`src/rtl/dspi_pkg.sv`:
```
// dspi_pkg: shared definitions for the dual-SPI memory slave slice.
//   arb_state_t      - RAM arbiter FSM states
//   PORT_SPI/PORT_FAB - requester index (0 = DSPI slave, 1 = fabric)
//   DEF_ADDR_W/DEF_DATA_W - default RAM geometry
package dspi_pkg;

   typedef enum logic [1:0] {
      IDLE     = 2'd0,
      ISSUE    = 2'd1,
      COMPLETE = 2'd2
   } arb_state_t;

   localparam logic PORT_SPI = 1'b0;
   localparam logic PORT_FAB = 1'b1;

   localparam int DEF_ADDR_W = 11;
   localparam int DEF_DATA_W = 8;

endpackage

```
`src/rtl/dspi_mem_arbiter.sv`:
```
// dspi_mem_arbiter: shares one single-port block RAM between the DSPI slave
// (port 0, fixed priority) and fabric logic (port 1, bounded starvation).
// Every grant becomes one registered RAM access, acknowledged with read data.
//
// Ports (clk80 domain, rising edge, RST_N async active-low):
//   P0_*/P1_*  requester side: REQ/WE/ADDR/WDATA in, ACK pulse + RDATA out
//   MEM_*      RAM side: EN/WE/ADDR/WDATA out, RDATA in (1-cycle read latency)
//   BUSY       high whenever the FSM is not IDLE
module dspi_mem_arbiter
   import dspi_pkg::*;
#(
   parameter int ADDR_W   = DEF_ADDR_W,
   parameter int DATA_W   = DEF_DATA_W,
   parameter int MAX_HOLD = 4
) (
   input  logic              CLK,
   input  logic              RST_N,
   input  logic              P0_REQ,
   input  logic              P0_WE,
   input  logic [ADDR_W-1:0] P0_ADDR,
   input  logic [DATA_W-1:0] P0_WDATA,
   output logic              P0_ACK,
   output logic [DATA_W-1:0] P0_RDATA,
   input  logic              P1_REQ,
   input  logic              P1_WE,
   input  logic [ADDR_W-1:0] P1_ADDR,
   input  logic [DATA_W-1:0] P1_WDATA,
   output logic              P1_ACK,
   output logic [DATA_W-1:0] P1_RDATA,
   output logic              MEM_EN,
   output logic              MEM_WE,
   output logic [ADDR_W-1:0] MEM_ADDR,
   output logic [DATA_W-1:0] MEM_WDATA,
   input  logic [DATA_W-1:0] MEM_RDATA,
   output logic              BUSY
);

   localparam logic [3:0] HOLD_MAX = 4'(MAX_HOLD);

   arb_state_t        state;
   logic [3:0]        hold_cnt;
   logic              lat_port;
   logic              lat_we;
   logic [DATA_W-1:0] p0_rdata_q;
   logic [DATA_W-1:0] p1_rdata_q;

   logic              pick_fab;
   logic              sel_we;
   logic [ADDR_W-1:0] sel_addr;
   logic [DATA_W-1:0] sel_wdata;

   // Port 1 wins only when port 0 is idle or has used up its hold budget.
   always_comb begin
      pick_fab  = P1_REQ && (!P0_REQ || (hold_cnt == HOLD_MAX));
      sel_we    = pick_fab ? P1_WE    : P0_WE;
      sel_addr  = pick_fab ? P1_ADDR  : P0_ADDR;
      sel_wdata = pick_fab ? P1_WDATA : P0_WDATA;
   end

   // RAM read data only lands in the ACK cycle, so it is passed straight
   // through while ACK is high and held from the capture register otherwise.
   always_comb begin
      P0_RDATA = (P0_ACK && !lat_we) ? MEM_RDATA : p0_rdata_q;
      P1_RDATA = (P1_ACK && !lat_we) ? MEM_RDATA : p1_rdata_q;
   end

   // MEM_* are loaded on the granting edge so they are valid throughout the
   // ISSUE state; ACK is loaded on the ISSUE edge so it covers COMPLETE.
   always_ff @(posedge CLK or negedge RST_N) begin
      if (!RST_N) begin
         state      <= IDLE;
         hold_cnt   <= '0;
         lat_port   <= PORT_SPI;
         lat_we     <= 1'b0;
         p0_rdata_q <= '0;
         p1_rdata_q <= '0;
         P0_ACK     <= 1'b0;
         P1_ACK     <= 1'b0;
         MEM_EN     <= 1'b0;
         MEM_WE     <= 1'b0;
         MEM_ADDR   <= '0;
         MEM_WDATA  <= '0;
         BUSY       <= 1'b0;
      end else begin
         case (state)
            IDLE: begin
               if (!P1_REQ) begin
                  hold_cnt <= '0;
               end
               if (P0_REQ || P1_REQ) begin
                  lat_port  <= pick_fab ? PORT_FAB : PORT_SPI;
                  lat_we    <= sel_we;
                  MEM_EN    <= 1'b1;
                  MEM_WE    <= sel_we;
                  MEM_ADDR  <= sel_addr;
                  MEM_WDATA <= sel_wdata;
                  BUSY      <= 1'b1;
                  state     <= ISSUE;
                  if (pick_fab) begin
                     hold_cnt <= '0;
                  end else if (P1_REQ && (hold_cnt < HOLD_MAX)) begin
                     hold_cnt <= hold_cnt + 4'd1;
                  end
               end
            end
            ISSUE: begin
               MEM_EN <= 1'b0;
               MEM_WE <= 1'b0;
               P0_ACK <= (lat_port == PORT_SPI);
               P1_ACK <= (lat_port == PORT_FAB);
               state  <= COMPLETE;
            end
            COMPLETE: begin
               P0_ACK <= 1'b0;
               P1_ACK <= 1'b0;
               if (!lat_we) begin
                  if (lat_port == PORT_SPI) begin
                     p0_rdata_q <= MEM_RDATA;
                  end else begin
                     p1_rdata_q <= MEM_RDATA;
                  end
               end
               BUSY  <= 1'b0;
               state <= IDLE;
            end
            default: begin
               state <= IDLE;
            end
         endcase
      end
   end

endmodule

```
`config.mk`:
```
export PLATFORM = sky130hd
export DESIGN_NAME = dspi_mem_arbiter
export DESIGN_NICKNAME = d
export VERILOG_FILES = /design/src/rtl/dspi_pkg.sv /design/src/rtl/dspi_mem_arbiter.sv
export SDC_FILE = /design/constraint.sdc
export NUM_CORES = 1
export LEC_CHECK = 0
export ABC_AREA = 1
export CORE_UTILIZATION = 44
export CTS_CLUSTER_SIZE = 14
export DETAILED_ROUTE_END_ITERATION = 10
export PLACE_DENSITY_LB_ADDON = 0.12
export SLEW_MARGIN = 20
export SYNTH_ARGS = -nofsm -noshare
export SYNTH_HDL_FRONTEND = slang
export SYNTH_SLANG_ARGS = --single-unit
```
`constraint.sdc`:
```
create_clock -name CLK -period 1.9 [get_ports CLK]
set_clock_uncertainty 0.1 [all_clocks]
set_input_delay 0.19 -clock CLK [delete_from_list [all_inputs] [get_ports CLK]]
set_output_delay 0.19 -clock CLK [all_outputs]
set_load 0.03 [all_outputs]
```
== Word level (Yosys, flattened, before mapping) ==
Index checks and enable logic that the tools add are counted.

* $add $sub $neg: 1
* $lt $le $gt $ge: 1
* Eq/ne operators: 4
* Muxes and demuxes: 19
* Bitwise logic cells: 2
* Reductions and logical operators: 17

{| class="wikitable"
|+ Operators with widths
! operator !! number
|-
| 8-bit two-way mux || 3
|-
| 4-bit two-way mux || 4
|-
| 11-bit two-way mux || 1
|-
| 1-bit case mux with 2 select lines || 5
|-
| 2-bit AND reduction || 3
|-
| 3-bit AND reduction || 2
|-
| 2-bit nonzero test || 3
|-
| 4-bit by 1-bit adder with 4-bit output (second input constant) || 1
|-
| 4-bit by 3-bit == test with 1-bit output (second input constant) || 1
|-
| 1-bit logical AND || 4
|-
| 4-bit by 3-bit < comparator with 1-bit output (second input constant) || 1
|-
| 1-bit two-way mux || 4
|-
| 2-bit case mux with 2 select lines || 1
|-
| 2-bit by 1-bit == test with 1-bit output (second input constant) || 1
|-
| 2-bit == test (second input constant) || 1
|-
| 1-bit zero test || 2
|-
| 2-bit zero test || 1
|-
| 1-bit logical OR || 2
|-
| 2-bit two-way mux || 1
|-
| 2-bit != test (second input constant) || 1
|-
| 1-bit inverter || 2
|}

* Bits in registers: 48
* Input port bits: 52
* Output and inout bits: 40
* Word-level logic and storage cells: 57

== Longest topological paths before layout ==
* Depth after elaboration: 6
* Depth in mapped cells: 11
* Gate-level depth less buffers: 10

== Least setup slack after synthesis ==
OpenSTA, ideal clock, no wires.

* Kind: reg2out
* Start: reg P0_ACK
* End: out P0_RDATA[0]
* Data arrival time: 1.595 ns
* Data required time: 1.610 ns
* Setup slack: 0.015 ns
* Stages on the path, launching flop included: 4
* Buffers on the path: 1
* Cell sequence: dfrtp_1 -> nand2_1 -> clkbuf_1 -> o21ai_0

* Longest elaborated chain between the ends: 2

{| class="wikitable"
|+ Ends and longest elaborated chain
! what !! line !! source
|-
| start: declaration || dspi_mem_arbiter.sv:22 || <nowiki>output logic P0_ACK,</nowiki>
|-
| start signal: assignment || dspi_mem_arbiter.sv:109 || <nowiki>P0_ACK <= (lat_port == PORT_SPI);</nowiki>
|-
| 1-bit logical AND || dspi_mem_arbiter.sv:63 || <nowiki>P0_RDATA = (P0_ACK && !lat_we) ? MEM_RDATA : p0_rdata_q;</nowiki>
|-
| 8-bit two-way mux || dspi_mem_arbiter.sv:63 ||
|-
| end: declaration || dspi_mem_arbiter.sv:23 || <nowiki>output logic [DATA_W-1:0] P0_RDATA,</nowiki>
|}

Every way passes these cells.

== Worst setup path in the final report ==
* Start: reg lat_we
* End: out P1_RDATA[2]

* Longest elaborated chain between the ends: 3

{| class="wikitable"
|+ Ends and longest elaborated chain
! what !! line !! source
|-
| start: declaration || dspi_mem_arbiter.sv:43 || <nowiki>logic lat_we;</nowiki>
|-
| start signal: assignment || dspi_mem_arbiter.sv:92 || <nowiki>lat_we <= sel_we;</nowiki>
|-
| 1-bit zero test || - ||
|-
| 1-bit logical AND || dspi_mem_arbiter.sv:64 || <nowiki>P1_RDATA = (P1_ACK && !lat_we) ? MEM_RDATA : p1_rdata_q;</nowiki>
|-
| 8-bit two-way mux || dspi_mem_arbiter.sv:64 ||
|-
| end: declaration || dspi_mem_arbiter.sv:29 || <nowiki>output logic [DATA_W-1:0] P1_RDATA,</nowiki>
|}

Every way passes these cells.

==> results_dict.tcl <==
set metrics [dict create \
    switching_share 0.467 \
    numCtsBuffers 5 \
    vias_per_cell 4.71 \
    layout.nets 462 \
    antenna_left 0 \
    fin_tns_setup_ns 0 \
    core_um2 5140 \
    tightest_slew_ns 0.503 \
    grt_start_max_net_pins 29 \
    clkTransAtPathRegs_ns 0.09 \
    clk_latency_ns 0.30 \
    post_cts_buffers 0 \
    p_int_mw 3.03 \
    reg2reg_slack_ns 0.22 \
    p_leak_nw 1.74 \
    ioPinCount 92 \
    power_density_nw_per_um2 1660 \
    period_minus_slack_ns 1.72 \
    initial_core_util 0.461 \
    relSlewSlack 0.665 \
    pwr-share-seq 0.311 \
    status "complete, no violations" \
    port_buffers 91 \
    track_usage 0.204 \
    worstSetupEndpointType "primary output" \
    syn_area_per_cell_um2 7.64 \
    yosys_warnings 0 \
    path_max_fanout 16 \
    fp.dieW_um 75.4 \
    drt_iter0_drc 87 \
    gr-total-overflow 0 \
    netlist_instances 310 \
    drive_gt1_frac 0.111 \
    crit_type "flip-flop to primary output" \
    synthesis.nets 368 \
    rr_endpoint "MEM_EN" \
    h-tree-depth 2 \
    die_area_um2 5680 \
    grt_pass1_vias 2092 \
    p_switching_mw 2.65 \
    dr.pass1.iters 4 \
    ir_drop_mv 0.708 \
    grt_pass1_wl_mm 8.83 \
    antenna_found_initial 0 \
    die_h_um 75.4 \
    critPathRequiredTime_ns 1.61 \
    wire_per_inst_um 11.3 \
    root_buffer "clkbuf_8" \
    worstReg2RegStart "state[0]" \
    cts_sinks 48 \
    clockPowerShare 0.105 \
    min_path_type "primary input to asynchronous set/reset pin" \
    tritoncts "yes" \
    rsz0062_at_grt "no" \
    hold_viol_final 0 \
    gp_congestion 0.811 \
    arrival_ns 1.43 \
    num_rows 26 \
    post-dp-hpwl_mm 4.06 \
    critical_path.startpoint_type "flip-flop" \
    reg2reg_depth 8 \
    final_util 0.664 \
    ys_types 20 \
    drv_slew 0 \
    ys_seq_area_frac 0.507 \
    finalCritPeriodShare 0.905 \
    vias 2238 \
    wl_mm 5.38 \
    combPwrFrac 0.584 \
    drc 0 \
    fmax_mhz 582 \
    antenna_cells 0 \
    ys_seq_elements 48 \
    power_mw 5.68 \
    maxCapViolations 0 \
    area.growth.synth_to_final_pct 44.2 \
    netlist_area_um2 2370 \
    cts_buffer_depth 2 \
    hold_slack_ns 0.281 \
    setup_violations 0 \
]
==> through the flow <==
step / cells / area, um^2 / worst slack (ns)
after floorplan: 310 / 2370 / 0.0151
after global routing: 475 / 3410 / 0.0171
after global placement: 466 / 3310 / 0.230
after detailed placement: 466 / 3310 / 0.221
after CTS: 475 / 3410 / 0.0104
final: 475 / 3410 / 0.181
==> layout by cell type (no fill, tap or decap), drive strengths merged <==
cell	Yosys	routed
nor3	1	1
dfrtp	48	48
nand3	8	8
ha	6	6
dlygate4sd3	0	1
o22ai	4	4
nand2	152	152
o21bai	1	1
o21ai	43	43
a31oi	1	1
clkdlybuf4s50	0	74
clkinv	0	3
nor2	6	6
buf	7	23
inv	29	29
clkbuf	4	5
==> timing repair <==
item                                    CTS  global route
hold buffers                              1             0
endpoints found under the setup margin    1             8
hold endpoints to repair                 20             0
gates resized for setup                   1             1
==> layer usage <==
layer  track usage  part of all wire
met2         0.352              0.47
met5             0                 0
met1         0.250              0.45
met3        0.0516             0.058
met4        0.0679             0.014
==> layout make-up <==
type | instances | area (um^2)
tap | 70 | 87.6
fill | 486 | 1730
sequential | 48 | 1200
clock inverter | 3 | 18.8
multi-input combinational | 222 | 995
clock buffer | 5 | 68.8
inverter | 29 | 109
timing repair buffer | 98 | 933
==> worst max-delay path, stage by stage (launching register included) <==
cell     delay, ns
dfrtp_1       0.38
inv_2         0.10
nand2_2       0.18
o21ai_0       0.26
buf_4         0.20
==> synth_stat cells <==
cell,count,area [um^2]
nor2_1,5,18.8
ha_1,6,75.1
inv_1,25,93.8
nor3_1,1,5.00
nand3_1,7,35.0
dfrtp_1,48,1200
inv_2,4,15.0
o21ai_1,1,5.00
buf_4,2,15.0
nand2_1,146,548
nand3_2,1,10.0
o21bai_1,1,7.51
a31oi_1,1,6.26
nand2_2,6,37.5
clkbuf_1,4,15.0
nor2_2,1,6.26
buf_6,2,22.5
o21ai_0,42,210
o22ai_1,4,25.0
buf_2,3,15.0
==> state kept, by name, indices dropped and copies added (netlist names) <==
name / count
lat_port: 1
MEM_EN: 1
hold_cnt: 4
P1_ACK: 1
MEM_ADDR: 11
BUSY: 1
MEM_WE: 1
P0_ACK: 1
p1_rdata_q: 8
MEM_WDATA: 8
p0_rdata_q: 8
lat_we: 1
state: 2
==> power by group through the flow <==
stage               combinational (mW)  sequential (mW)  clock [mW]
floorplan                         1.62             2.22           0
global placement                  3.28             1.77           0
detailed placement                3.35             1.77           0
CTS                               3.36             1.77       0.613
global route                      3.67             1.82       0.646
finish                            3.32             1.77       0.595
==> how the worst max path moves through the flow <==
stage,start,cells past startpoint,to
after global placement,P1_REQ,7,MEM_ADDR[1]
after global routing,state[0],7,MEM_ADDR[2]
after detailed placement,P1_REQ,7,MEM_WDATA[5]
final,lat_we,4,P1_RDATA[2]
after floorplan,P0_ACK,3,P0_RDATA[0]
after CTS,lat_we,4,P1_RDATA[2]
==> logic make-up after synthesis <==
logic type               synth area share
adder cells (fa/ha/maj)            0.0317
buffers and inverters              0.0745
flip-flops                          0.507
AND/OR/NAND/NOR                     0.279
AO/OA/AOI/OAI                       0.107
Power figures use the tool's default switching activity.
